$ cat src/rtl/sig_mag_adpt_ctrl.sv
`default_nettype none
// ============================================================================
// Module  : sig_mag_adpt_ctrl
// Brief   : Clear / adapt / settle / lock sequencer for a sig-mag quantizer
//           threshold, with timeout, periodic re-adaptation and manual bypass.
// Rev     : 1.0
// ============================================================================
module sig_mag_adpt_ctrl #(
  parameter int WIDTH      = 14,
  parameter int PER_W      = 32,
  parameter int TMO_W      = 24,
  parameter int SETTLE_CYC = 4
) (
  input  logic               clk,
  input  logic               resetn,
  input  logic               start,
  input  logic               stop,
  input  logic [PER_W-1:0]   period_cyc,
  input  logic [TMO_W-1:0]   tmo_cyc,
  input  logic               manual_en,
  input  logic [WIDTH-2:0]   manual_thr,
  input  logic               adpt_ready,
  input  logic [WIDTH-2:0]   por_out,
  output logic               clr,
  output logic               por_manual,
  output logic [WIDTH-2:0]   por_in,
  output logic [WIDTH-2:0]   thr_lat,
  output logic               busy,
  output logic               done,
  output logic               tmo_err,
  output logic [15:0]        adpt_cnt
);

  localparam int                 c_set_w   = (SETTLE_CYC > 1) ? $clog2(SETTLE_CYC) : 1;
  localparam logic [c_set_w:0]   c_set_lim = (c_set_w + 1)'(SETTLE_CYC);

  typedef enum logic [2:0] {
    S_IDLE   = 3'd0,
    S_CLEAR  = 3'd1,
    S_ADAPT  = 3'd2,
    S_SETTLE = 3'd3,
    S_LOCKED = 3'd4
  } state_t;

  state_t              r_state;
  state_t              w_state_nxt;

  logic [TMO_W-1:0]    r_tmo_cnt;
  logic [PER_W-1:0]    r_per_cnt;
  logic [c_set_w-1:0]  r_set_cnt;
  logic                r_adapt_first;

  logic                r_clr;
  logic                r_por_manual;
  logic [WIDTH-2:0]    r_por_in;
  logic [WIDTH-2:0]    r_thr_lat;
  logic                r_busy;
  logic                r_done;
  logic                r_tmo_err;
  logic [15:0]         r_adpt_cnt;

  logic [TMO_W:0]      w_tmo_inc;
  logic [PER_W:0]      w_per_inc;
  logic [c_set_w:0]    w_set_inc;
  logic [TMO_W-1:0]    w_tmo_sat;
  logic [PER_W-1:0]    w_per_sat;
  logic                w_tmo_hit;
  logic                w_per_hit;
  logic                w_set_hit;
  logic                w_lock;
  logic                w_timeout;
  logic                w_start_acc;

  // Counters compare their next value so a limit of N expires on the Nth cycle;
  // limits are read live, so a lowered limit expires on the next comparison.
  assign w_tmo_inc = {1'b0, r_tmo_cnt} + (TMO_W + 1)'(1);
  assign w_per_inc = {1'b0, r_per_cnt} + (PER_W + 1)'(1);
  assign w_set_inc = {1'b0, r_set_cnt} + (c_set_w + 1)'(1);

  assign w_tmo_sat = w_tmo_inc[TMO_W] ? r_tmo_cnt : w_tmo_inc[TMO_W-1:0];
  assign w_per_sat = w_per_inc[PER_W] ? r_per_cnt : w_per_inc[PER_W-1:0];

  assign w_tmo_hit = (tmo_cyc != '0)    && (w_tmo_inc >= {1'b0, tmo_cyc});
  assign w_per_hit = (period_cyc != '0) && (w_per_inc >= {1'b0, period_cyc});
  assign w_set_hit = (w_set_inc >= c_set_lim);

  always_comb begin
    w_state_nxt = r_state;
    w_lock      = 1'b0;
    w_timeout   = 1'b0;
    w_start_acc = 1'b0;
    if (stop) begin
      w_state_nxt = S_IDLE;
    end else begin
      case (r_state)
        S_IDLE: begin
          if (start) begin
            w_state_nxt = S_CLEAR;
            w_start_acc = 1'b1;
          end
        end
        S_CLEAR: begin
          w_state_nxt = S_ADAPT;
        end
        S_ADAPT: begin
          // A ready flag left over from the previous run is not trusted until
          // the quantizer has had one full cycle after the clear.
          if (adpt_ready && !r_adapt_first) begin
            w_state_nxt = S_SETTLE;
          end else if (w_tmo_hit) begin
            w_state_nxt = S_IDLE;
            w_timeout   = 1'b1;
          end
        end
        S_SETTLE: begin
          if (w_set_hit) begin
            w_state_nxt = S_LOCKED;
            w_lock      = 1'b1;
          end
        end
        S_LOCKED: begin
          if (start || w_per_hit) begin
            w_state_nxt = S_CLEAR;
          end
        end
        default: begin
          w_state_nxt = S_IDLE;
        end
      endcase
    end
  end

  always_ff @(posedge clk or negedge resetn) begin
    if (!resetn) begin
      r_state       <= S_IDLE;
      r_tmo_cnt     <= '0;
      r_per_cnt     <= '0;
      r_set_cnt     <= '0;
      r_adapt_first <= 1'b0;
      r_clr         <= 1'b0;
      r_por_manual  <= 1'b0;
      r_por_in      <= '0;
      r_thr_lat     <= '0;
      r_busy        <= 1'b0;
      r_done        <= 1'b0;
      r_tmo_err     <= 1'b0;
      r_adpt_cnt    <= '0;
    end else begin
      r_state       <= w_state_nxt;
      r_adapt_first <= (r_state == S_CLEAR);
      r_clr         <= (w_state_nxt == S_CLEAR);
      r_busy        <= (w_state_nxt == S_CLEAR) || (w_state_nxt == S_ADAPT) ||
                       (w_state_nxt == S_SETTLE);
      r_done        <= w_lock;
      r_por_manual  <= manual_en;
      r_por_in      <= manual_thr;

      if (w_lock) begin
        r_thr_lat  <= por_out;
        r_adpt_cnt <= r_adpt_cnt + 16'd1;
      end

      if (w_timeout) begin
        r_tmo_err <= 1'b1;
      end else if (w_start_acc) begin
        r_tmo_err <= 1'b0;
      end

      r_tmo_cnt <= ((r_state == S_ADAPT)  && (w_state_nxt == S_ADAPT))  ? w_tmo_sat : '0;
      r_set_cnt <= ((r_state == S_SETTLE) && (w_state_nxt == S_SETTLE)) ?
                   w_set_inc[c_set_w-1:0] : '0;
      r_per_cnt <= ((r_state == S_LOCKED) && (w_state_nxt == S_LOCKED)) ? w_per_sat : '0;
    end
  end

  assign clr        = r_clr;
  assign por_manual = r_por_manual;
  assign por_in     = r_por_in;
  assign thr_lat    = r_thr_lat;
  assign busy       = r_busy;
  assign done       = r_done;
  assign tmo_err    = r_tmo_err;
  assign adpt_cnt   = r_adpt_cnt;

endmodule
`default_nettype wire

$ cat config.mk
export PLATFORM = sky130hd
export DESIGN_NAME = sig_mag_adpt_ctrl
export DESIGN_NICKNAME = d
export VERILOG_FILES = /design/src/rtl/sig_mag_adpt_ctrl.sv
export SDC_FILE = /design/constraint.sdc
export NUM_CORES = 1
export LEC_CHECK = 0
export ABC_CLOCK_PERIOD_IN_PS = 6750
export BUFFER_PORTS_ARGS = -buffer_cell sky130_fd_sc_hd__clkbuf_2
export CORE_MARGIN = 3
export CORE_UTILIZATION = 44
export CTS_CLUSTER_DIAMETER = 60
export DETAILED_ROUTE_END_ITERATION = 10
export GPL_TIMING_DRIVEN = 0
export PLACE_DENSITY = 0.73
export SYNTH_ARGS = -nofsm -noshare
export SYNTH_HDL_FRONTEND = slang
export SYNTH_SLANG_ARGS = --single-unit
$ cat constraint.sdc
create_clock -name clk -period 6.75 [get_ports clk]
set_input_delay 1.35 -clock clk [delete_from_list [all_inputs] [get_ports clk]]
set_output_delay 1.35 -clock clk [all_outputs]
set_load 0.01 [all_outputs]
==> flow_summary_export.csv, run 1 <==
group,metric,value,unit
global_routing,overflow,0,
sta,slew-limit-headroom,37.5,%
routing,post-route-drc-count,0,
floorplan,die_h,129,um
routing,final_antenna_net_count,0,
layout,final_common_cell,"clkbuf_2",
critical_path,worst_setup_path_end_kind,"flip-flop",
sta,fin_ws,2.66,ns
routing,dr_total_vias,5593,
global_routing,grt_use_total,18.5,%
sta,fmax,244,MHz
yosys,ys_async_sr_fraction,100,%
layout,register_area,2730,sq um
critical_path,arrival,4.29,ns
clock_network,cts.clk_slew.worst_paths,0.07,ns
yosys,synth_edf_count,0,
routing,dr.pass1.iters,4,
flow_run,maxCapViolations,0,
yosys,synth_nets,853,
layout,mostFrequentLayoutCells,"134 x clkbuf_2, 109 x dfrtp_1, 73 x nor2_1, 62 x inv_1, 60 x ha_1",
yosys,yosys_register_bits,109,
clock_network,clkLatencyLatePin,0.34,ns
layout,antennaDiodeCount,0,
layout,stdcell_count,1039,
routing,drtIter0Drc,384,
layout,multiInputGateArea,3570,sq um
placed_design,globalplace.congestion,0.879,
critical_path,cp_top_family,"simple AND/OR/NAND/NOR gates",
layout,layout.nets,998,
power,peakVddDrop,0.0985,mV
sta,min_period_over_period,60.6,%
sta,hold_viol_final,0,
status,outcome,"finished, final reports clean",
global_routing,grt_pass1_wl,25100,um
critical_path,cp.required,6.95,ns
yosys,synth_top_flop_cell,"dfrtp_1",
clock_network,clk_root_buffer_cell,"clkbuf_16",
clock_network,cts_resized,0,
sta,fin_setup_tns,0,ns
yosys,ys_types,54,
sta,finalSetupViolations,0,
sta,skew,0.0101,ns
clock_network,cts.path.max_buffers,2,
clock_network,cts_tree,"yes",
sta,finalMaxSlewViolations,0,
clock_network,htree_levels,3,
critical_path,crit_top_cell,"ha_1",
floorplan,num_rows,44,
critical_path,critPathLaunchType,"flip-flop",
critical_path,path_cells,"ha_1, and3_1, nand3_2, clkbuf_1, nor2_1, xnor2_1, ha_1, and4_1, nor4b_1, o211ai_1, a211o_1, a31oi_4, buf_4, nor3_1",
clock_network,cts.sinks,109,
layout,fill_cells,1373,
critical_path,slowest_stage,"dfrtp_1",
power,total_leakage_power,4.04,nW
critical_path,critPathKind,"flip-flop to flip-flop",
layout,drive_gt1_share,21.4,%
critical_path,slowest_delay,0.47,ns
clock_network,hold_buffers,0,
yosys,seq_area_frac_synth,41.0,%
global_routing,grt_max_degree,110,
sta,rsz0062_at_grt,"false",
global_routing,antenna_found_initial,0,
floorplan,core,14600,sq um
floorplan,initial_utilization,45.4,%
critical_path,worst-path-max-fanout,10,
floorplan,die_w,129,um
min_path,worstHoldPathType,"flip-flop to flip-flop",
placed_design,place_ws,2.72,ns
sta,fin_crit,4.09,ns
floorplan,die-area,16600,sq um
floorplan,io_pins,135,
clock_network,cts_buffers,9,
routing,finalWirelength,15400,um
routing,wl_per_cell,14.8,um
placed_design,place_inst,1023,
global_routing,grt_pass1_vias,5304,
placed_design,io_buffers,134,
sta,worst_slew_pin_slew,0.930,ns
clock_network,post_cts_buffers,0,
routing,vias_per_cell,5.38,
yosys,synthCells,705,
critical_path,crit_buf_inv,2,
yosys,netlist_area,6650,sq um
yosys,yosys_warnings,0,
placed_design,dp_hpwl,11800,um
layout,syn_to_final_growth,18.0,%
yosys,synth.avg_cell_area,9.43,sq um
power,p_per_area,166,nW/um^2
[power breakdown]
| part | switching [W] | internal [W] | leakage, nW |
|---|---|---|---|
| clock network | 0.000243 | 0.000266 | 0.134 |
| logic | 0.0000797 | 0.0000496 | 2.42 |
| registers | 0.00000452 | 0.000662 | 1.49 |
[metal layers]
layer	vias up	track usage, %	share of wire (%)	routed length (um)
met2	134	30.0	48	7310
met4	0	4.94	1.4	208
met3	16	3.03	4.2	645
met1	2666	25.9	47	7220
li1	2777	-	-	-
met5	-	0	0	0
[cell families (layout without fill, tap and decap cells)]
| group | count (synthesis) | count (layout) | share of synthesized area (%) |
|---|---|---|---|
| simple gates | 282 | 282 | 22.6 |
| flops | 109 | 109 | 41.0 |
| buf+inv | 87 | 237 | 5.25 |
| compound gates | 79 | 79 | 7.57 |
| xor+xnor | 69 | 69 | 9.09 |
| fa+ha+maj | 60 | 60 | 11.3 |
| mux | 19 | 19 | 3.13 |
[synthesized netlist by cell type (2+ instances only)]
library cell  count  area (sq um)
a211o_1           3          26.3
a211oi_1          3          22.5
a21o_1            5          37.5
a21oi_1          20           100
and2_1            8          50.1
and3_1           12          75.1
and4_1           11          96.3
buf_2             5          25.0
buf_4             2          15.0
clkbuf_1         16          60.1
dfrtp_1         109          2730
ha_1             60           751
inv_1            62           233
mux2_2           14           158
mux2i_1           5          50.1
nand2_1          34           128
nand3_1          25           125
nand4_1          32           200
nand4_2           3          37.5
nor2_1           73           274
nor2b_1           4          25.0
nor3_1           46           230
nor4_1           21           131
o211ai_1          2          15.0
o21a_1            3          22.5
o21ai_0          32           160
xnor2_1          41           359
xor2_1           28           245
[worst reg2reg max path, delay by kind of cell, from the launching register on]
kind	cells	cell delay, ns
XOR/XNOR	1	0.18
AND/OR/NAND/NOR	6	1.06
AO/OA/AOI/OAI	3	0.95
flip-flops	1	0.47
buffers and inverters	2	0.70
adder cells (fa/ha/maj)	2	0.62
[state kept, by name, indices dropped and copies added (netlist names)]
register,cells
adpt_cnt,16
tmo_err,1
r_state,3
por_manual,1
thr_lat,13
r_tmo_cnt,24
por_in,13
busy,1
done,1
r_set_cnt,2
clr,1
r_per_cnt,32
r_adapt_first,1
[final timing paths]
check                              from             to  slack [ns]  cells past startpoint
max in group asynchronous        resetn    thr_lat[12]        5.01                      1
max reg2reg                r_per_cnt[0]  r_per_cnt[22]        2.66                     14
min in group asynchronous        resetn  r_per_cnt[26]        1.08                      1
max                        r_per_cnt[0]  r_per_cnt[22]        2.66                     14
min                        r_set_cnt[0]   r_set_cnt[0]        0.44                      1
min reg2reg                r_set_cnt[0]   r_set_cnt[0]        0.44                      1
[per-stage QoR]
| stage | utilization, % | hold slack (ns) | power (W) | cell area, sq um |
|---|---|---|---|---|
| floorplan | - | 0.409 | 0.000741 | 6650 |
| global placement | 51.5 | 0.424 | 0.000807 | 7550 |
| detailed placement | 51.6 | 0.432 | 0.000809 | 7550 |
| CTS | 53.5 | 0.442 | 0.00132 | 7840 |
| global route | 53.5 | 0.466 | 0.00137 | 7840 |
| finish | 53.5 | 0.438 | 0.00130 | 7840 |
[final cells by class]
cell class	count	area share, %
multi-input combinational	509	45.5
tap	184	2.94
clock buffer	11	3.10
buffer	25	1.48
inverter	62	2.97
clock inverter	5	0.558
sequential	109	34.8
timing repair buffer	134	8.66
Power figures use the tool's default switching activity.
==> run 2: changes to the inputs <==
ABC_CLOCK_PERIOD_IN_PS = 3650   (was 6750)
PLACE_DENSITY = 0.76   (was 0.73)
clock period = 3.65 ns   (was 6.75 ns; I/O delays follow)
==> flow_summary_export.csv, run 2 (synthesis gave the netlist of run 1 again) <==
group,metric,value,unit
critical_path,worst_setup_path_end_kind,"flip-flop",
clock_network,hold_buffers,0,
placed_design,io_buffers,134,
min_path,worstHoldEndpoint,"r_set_cnt[0]",
placed_design,globalplace.congestion,0.872,
clock_network,clk_root_buffer_cell,"clkbuf_16",
power,swShare,24.9,%
floorplan,initial_utilization,45.4,%
routing,final_antenna_net_count,0,
critical_path,slowest_delay,0.44,ns
power,p_int,0.00183,W
clock_network,htree_levels,3,
sta,fin_setup_tns,0,ns
layout,finish.utilization,55.1,%
critical_path,worst-path-max-fanout,10,
layout,final_common_cell,"clkbuf_2",
layout,layout.nets,1010,
flow_run,maxCapViolations,0,
routing,wl_per_cell,14.8,um
routing,post-route-drc-count,0,
routing,drtIter0Drc,356,
layout,mostFrequentLayoutCells,"134 x clkbuf_2, 108 x dfrtp_1, 73 x nor2_1, 62 x inv_1, 59 x ha_1",
layout,multiInputGateArea,3670,sq um
sta,hold_viol_final,0,
clock_network,cts.sinks,109,
power,p_per_area,301,nW/um^2
critical_path,critPathLaunchType,"flip-flop",
layout,regMostFlops,"r_per_cnt",
global_routing,grt_pass1_wl,25400,um
layout,register_area,2730,sq um
routing,finalWirelength,15600,um
floorplan,core,14600,sq um
status,outcome,"finished, final reports clean",
layout,syn_to_final_growth,21.4,%
critical_path,critPathKind,"flip-flop to flip-flop",
min_path,hold_start,"r_set_cnt[0]",
critical_path,crit_buf_inv,2,
min_path,worstHoldPathType,"flip-flop to flip-flop",
routing,dr_total_vias,5650,
routing,vias_per_cell,5.38,
layout,fill_cells,1311,
sta,fmax,282,MHz
clock_network,cts_buffers,9,
floorplan,num_rows,44,
placed_design,dp_hpwl,11900,um
layout,largest_reg_flops,32,
sta,worst_slew_pin_slew,0.855,ns
critical_path,worst-path-stages,12,
layout,antennaDiodeCount,0,
global_routing,grt_max_degree,110,
power,power.switching,0.000605,W
layout,drive_gt1_share,24.3,%
clock_network,cts.path.max_buffers,2,
power,total_leakage_power,4.17,nW
floorplan,die_h,129,um
routing,dr.pass1.iters,7,
global_routing,overflow,0,
critical_path,worstSetupStartpoint,"r_per_cnt[10]",
critical_path,reg2reg_setup_slack,0.10,ns
power,peakVddDrop,0.175,mV
sta,fin_crit,3.55,ns
critical_path,r2r_cells,12,
clock_network,clkLatencyLatePin,0.34,ns
critical_path,path_cells,"and3_2, nand4_4, buf_4, nor4_2, xor2_1, ha_1, nand4_1, or3_1, a211o_1, a31oi_4, buf_6, nor3_1",
critical_path,slowest_stage,"or3_1",
global_routing,grt_pass1_vias,5314,
global_routing,grt_use_total,18.8,%
power,pwr-share-comb,9.9,%
critical_path,cp_top_family,"simple AND/OR/NAND/NOR gates",
sta,skew,0.00481,ns
critical_path,cp.required,3.86,ns
critical_path,arrival,3.75,ns
min_path,min_path_cells,1,
power,power_frac_clock,39.4,%
clock_network,cts_tree,"yes",
floorplan,die_w,129,um
sta,finalMaxSlewViolations,0,
clock_network,cts.clk_slew.worst_paths,0.07,ns
global_routing,antenna_found_initial,0,
sta,slew-limit-headroom,43.0,%
sta,finalSetupViolations,0,
power,power,0.00243,W
power,seqPwrFrac,50.6,%
critical_path,r2r_end,"r_per_cnt[31]",
critical_path,reg2reg_from,"r_per_cnt[10]",
sta,min_period_over_period,97.1,%
floorplan,io_pins,135,
floorplan,die-area,16600,sq um
## run 2: cell types whose count changed in the layout (fill, tap and decap cells not counted), moves of 3 or more
cell / previous run / this run
and3_1: 12 / 9
buf_4: 2 / 14
clkbuf_1: 17 / 13
nand4_2: 3 / 0
nand4_4: 0 / 3
nor3_1: 46 / 43
nor4_1: 21 / 18
## run 2: cell type report
class	count	area share [%]
Multi-Input combinational cell	509	45.5
Sequential cell	109	33.8
Timing Repair Buffer	147	9.63
Clock buffer	11	3.13
Inverter	62	2.88
Tap cell	184	2.85
Buffer	24	1.61
Clock inverter	5	0.512
## run 2: worst register-to-register path: stages (launching register included)
cell     delay, ns
dfrtp_1       0.41
and3_2        0.26
nand4_4       0.20
buf_4         0.24
nor4_2        0.33
xor2_1        0.17
ha_1          0.35
nand4_1       0.12
or3_1         0.44
a211o_1       0.29
a31oi_4       0.32
buf_6         0.20
nor3_1        0.07
## run 2: metrics by stage
stage	instances	hold WS, ns	setup slack (ns)	instance area, sq um
after floorplan	705	0.409	0.283	6650
after global placement	1023	0.424	-0.416	7550
after detailed placement	1023	0.424	-0.485	7550
after CTS	1040	0.434	0.00645	7900
after global routing	1051	0.445	-0.0468	8070
final	1051	0.430	0.104	8070
## run 2: power groups by stage
stage / combinational, W / clock [W] / sequential [W]
finish: 0.000242 / 0.000959 / 0.00123
global route: 0.000275 / 0.00104 / 0.00123
CTS: 0.000244 / 0.000988 / 0.00123
detailed placement: 0.000241 / 0 / 0.00125
global placement: 0.000236 / 0 / 0.00125
floorplan: 0.000109 / 0 / 0.00126
## run 2: routing by layer
metal  vias up  part of all wire (%)  GRT usage (%)
met5         -                     0              0
met4         0                   1.0           4.76
met3        12                   4.3           2.74
met2       153                    49           31.0
met1      2666                    46           26.0
li1       2819                     -              -
## run 2: how the worst max path moves through the flow
| stage | to |
|---|---|
| global placement | r_per_cnt[23] |
| global route | r_per_cnt[16] |
| finish | r_per_cnt[31] |
| detailed placement | r_per_cnt[20] |
| CTS | r_per_cnt[20] |
| floorplan | r_per_cnt[10] |
## run 2: repair_timing
action / in CTS / in global routing
resized for setup: 8 / 21
setup buffers: 2 / 11
endpoints found under the setup margin: 36 / 61
pin swaps: 1 / 5
==> run 3: changes to the inputs <==
CORE_ASPECT_RATIO = 2   (was unset)
==> flow_summary_export.csv, run 3 (synthesis gave the netlist of run 1 again) <==
group,metric,value,unit
clock_network,cts_buffers,9,
routing,drtIter0Drc,155,
global_routing,grt_max_degree,110,
critical_path,critPathLaunchType,"flip-flop",
routing,final_antenna_net_count,0,
status,outcome,"finished, final reports clean",
sta,finalSetupViolations,0,
placed_design,globalplace.congestion,0.904,
floorplan,die_w,92.9,um
global_routing,grt_use_total,21.4,%
layout,stdcell_count,1054,
global_routing,antenna_found_initial,0,
sta,skew,0.00642,ns
layout,regMostFlops,"r_per_cnt",
routing,finalWirelength,17400,um
floorplan,initial_utilization,45.6,%
routing,post-route-drc-count,0,
clock_network,cts.clk_slew.worst_paths,0.07,ns
placed_design,io_buffers,134,
power,total_leakage_power,4.14,nW
critical_path,worst-path-max-fanout,6,
floorplan,die-area,16700,sq um
power,swShare,25.5,%
layout,antennaDiodeCount,0,
global_routing,overflow,0,
clock_network,htree_levels,3,
min_path,worstHoldPathType,"flip-flop to flip-flop",
clock_network,cts.sinks,109,
layout,final_common_cell,"clkbuf_2",
critical_path,cp.required,3.90,ns
layout,design_area,8050,sq um
routing,vias_per_cell,5.53,
routing,dr.pass1.iters,4,
power,power,0.00243,W
layout,finish.utilization,55.2,%
floorplan,io_pins,135,
floorplan,num_rows,62,
sta,min_period_over_period,96.6,%
sta,fmax,284,MHz
flow_run,maxCapViolations,0,
clock_network,clk_root_buffer_cell,"clkbuf_16",
clock_network,cts_tree,"yes",
clock_network,clkLatencyLatePin,0.34,ns
global_routing,grt_pass1_wl,28700,um
global_routing,grt_pass1_vias,6112,
layout,layout.nets,1006,
critical_path,critPathKind,"flip-flop to flip-flop",
sta,hold_viol_final,0,
power,power_frac_clock,38.9,%
power,power.switching,0.000620,W
layout,fill_cells,1409,
placed_design,dpl-instance-area,7560,sq um
power,peakVddDrop,0.240,mV
placed_design,place_ws,-0.457,ns
floorplan,die_h,180,um
critical_path,worst_setup_path_end_kind,"flip-flop",
layout,syn_to_final_growth,21.1,%
placed_design,dp_hpwl,13600,um
power,p_per_area,301,nW/um^2
sta,rsz0062_at_grt,"true",
placed_design,place_inst,1031,
sta,worst_slew_pin_slew,0.887,ns
sta,fin_crit,3.53,ns
layout,largest_reg_flops,32,
routing,dr_total_vias,5832,
floorplan,core,14600,sq um
sta,finalMaxSlewViolations,0,
critical_path,arrival,3.77,ns
layout,drive_gt1_share,24.2,%
clock_network,cts.path.max_buffers,2,
routing,wl_per_cell,16.5,um
power,p_int,0.00181,W
layout,mostFrequentLayoutCells,"134 x clkbuf_2, 107 x dfrtp_1, 72 x nor2_1, 62 x inv_1, 58 x ha_1",
sta,slew-limit-headroom,40.8,%
power,pwr-share-comb,10.3,%
sta,fin_ws,0.124,ns
power,seqPwrFrac,50.8,%
run 3: final timing paths:
| kind | start | endpoint | slack (ns) | cells past startpoint |
|---|---|---|---|---|
| hold reg to reg | r_set_cnt[0] | r_set_cnt[0] | 0.44 | 1 |
| hold / removal | r_set_cnt[0] | r_set_cnt[0] | 0.44 | 1 |
| max in group asynchronous | resetn | r_per_cnt[2] | 2.53 | 1 |
| min in group asynchronous | resetn | r_per_cnt[12] | 0.47 | 1 |
| setup / recovery | r_per_cnt[0] | r_per_cnt[30] | 0.12 | 13 |
| setup reg to reg | r_per_cnt[0] | r_per_cnt[30] | 0.12 | 13 |
run 3: layer usage:
| layer | track usage [%] | share of wire (%) | wire [um] |
|---|---|---|---|
| met1 | 21.2 | 34 | 5950 |
| met2 | 42.4 | 59 | 10200 |
| met3 | 2.51 | 3.3 | 579 |
| met4 | 9.63 | 3.9 | 673 |
| met5 | 0 | 0 | 0 |
run 3: final cells by class:
type	count	area, sq um	area share (%)
inverters	62	233	2.89
multi-input cells	510	3690	45.8
plain buffers	24	123	1.52
clock buffers	10	239	2.97
flip-flops and latches	109	2730	33.9
repair buffers	142	752	9.34
well taps	192	240	2.99
clock inverters	5	45.0	0.560
run 3: what timing repair did:
action | in CTS | in global routing
pin swaps | 1 | 5
gates cloned | 0 | 1
hold buffers | 0 | 0
resized for setup | 11 | 18
endpoints found under the setup margin | 57 | 59
buffers inserted | 2 | 6
run 3: through the flow:
step	TNS [ns]	hold WS, ns
global route	-0.659	0.467
detailed placement	-14.84	0.428
floorplan	0	0.409
finish	0	0.437
global placement	-14.35	0.420
CTS	0	0.438
run 3: power by group through the flow:
stage	clock network (W)	registers [W]	logic, W
floorplan	0	0.00126	0.000109
global placement	0	0.00126	0.000244
detailed placement	0	0.00126	0.000248
CTS	0.000969	0.00123	0.000252
global route	0.00101	0.00123	0.000283
finish	0.000944	0.00123	0.000250
run 3: critical path, stage by stage (launching register included):
cell	delay (ns)
dfrtp_2	0.42
ha_2	0.23
and3_2	0.26
nand3_4	0.15
nor3_2	0.25
and3_4	0.22
xor2_1	0.17
ha_1	0.27
a21o_1	0.17
a211o_1	0.34
nor4_4	0.32
a31oi_4	0.19
buf_4	0.20
nor4_1	0.25
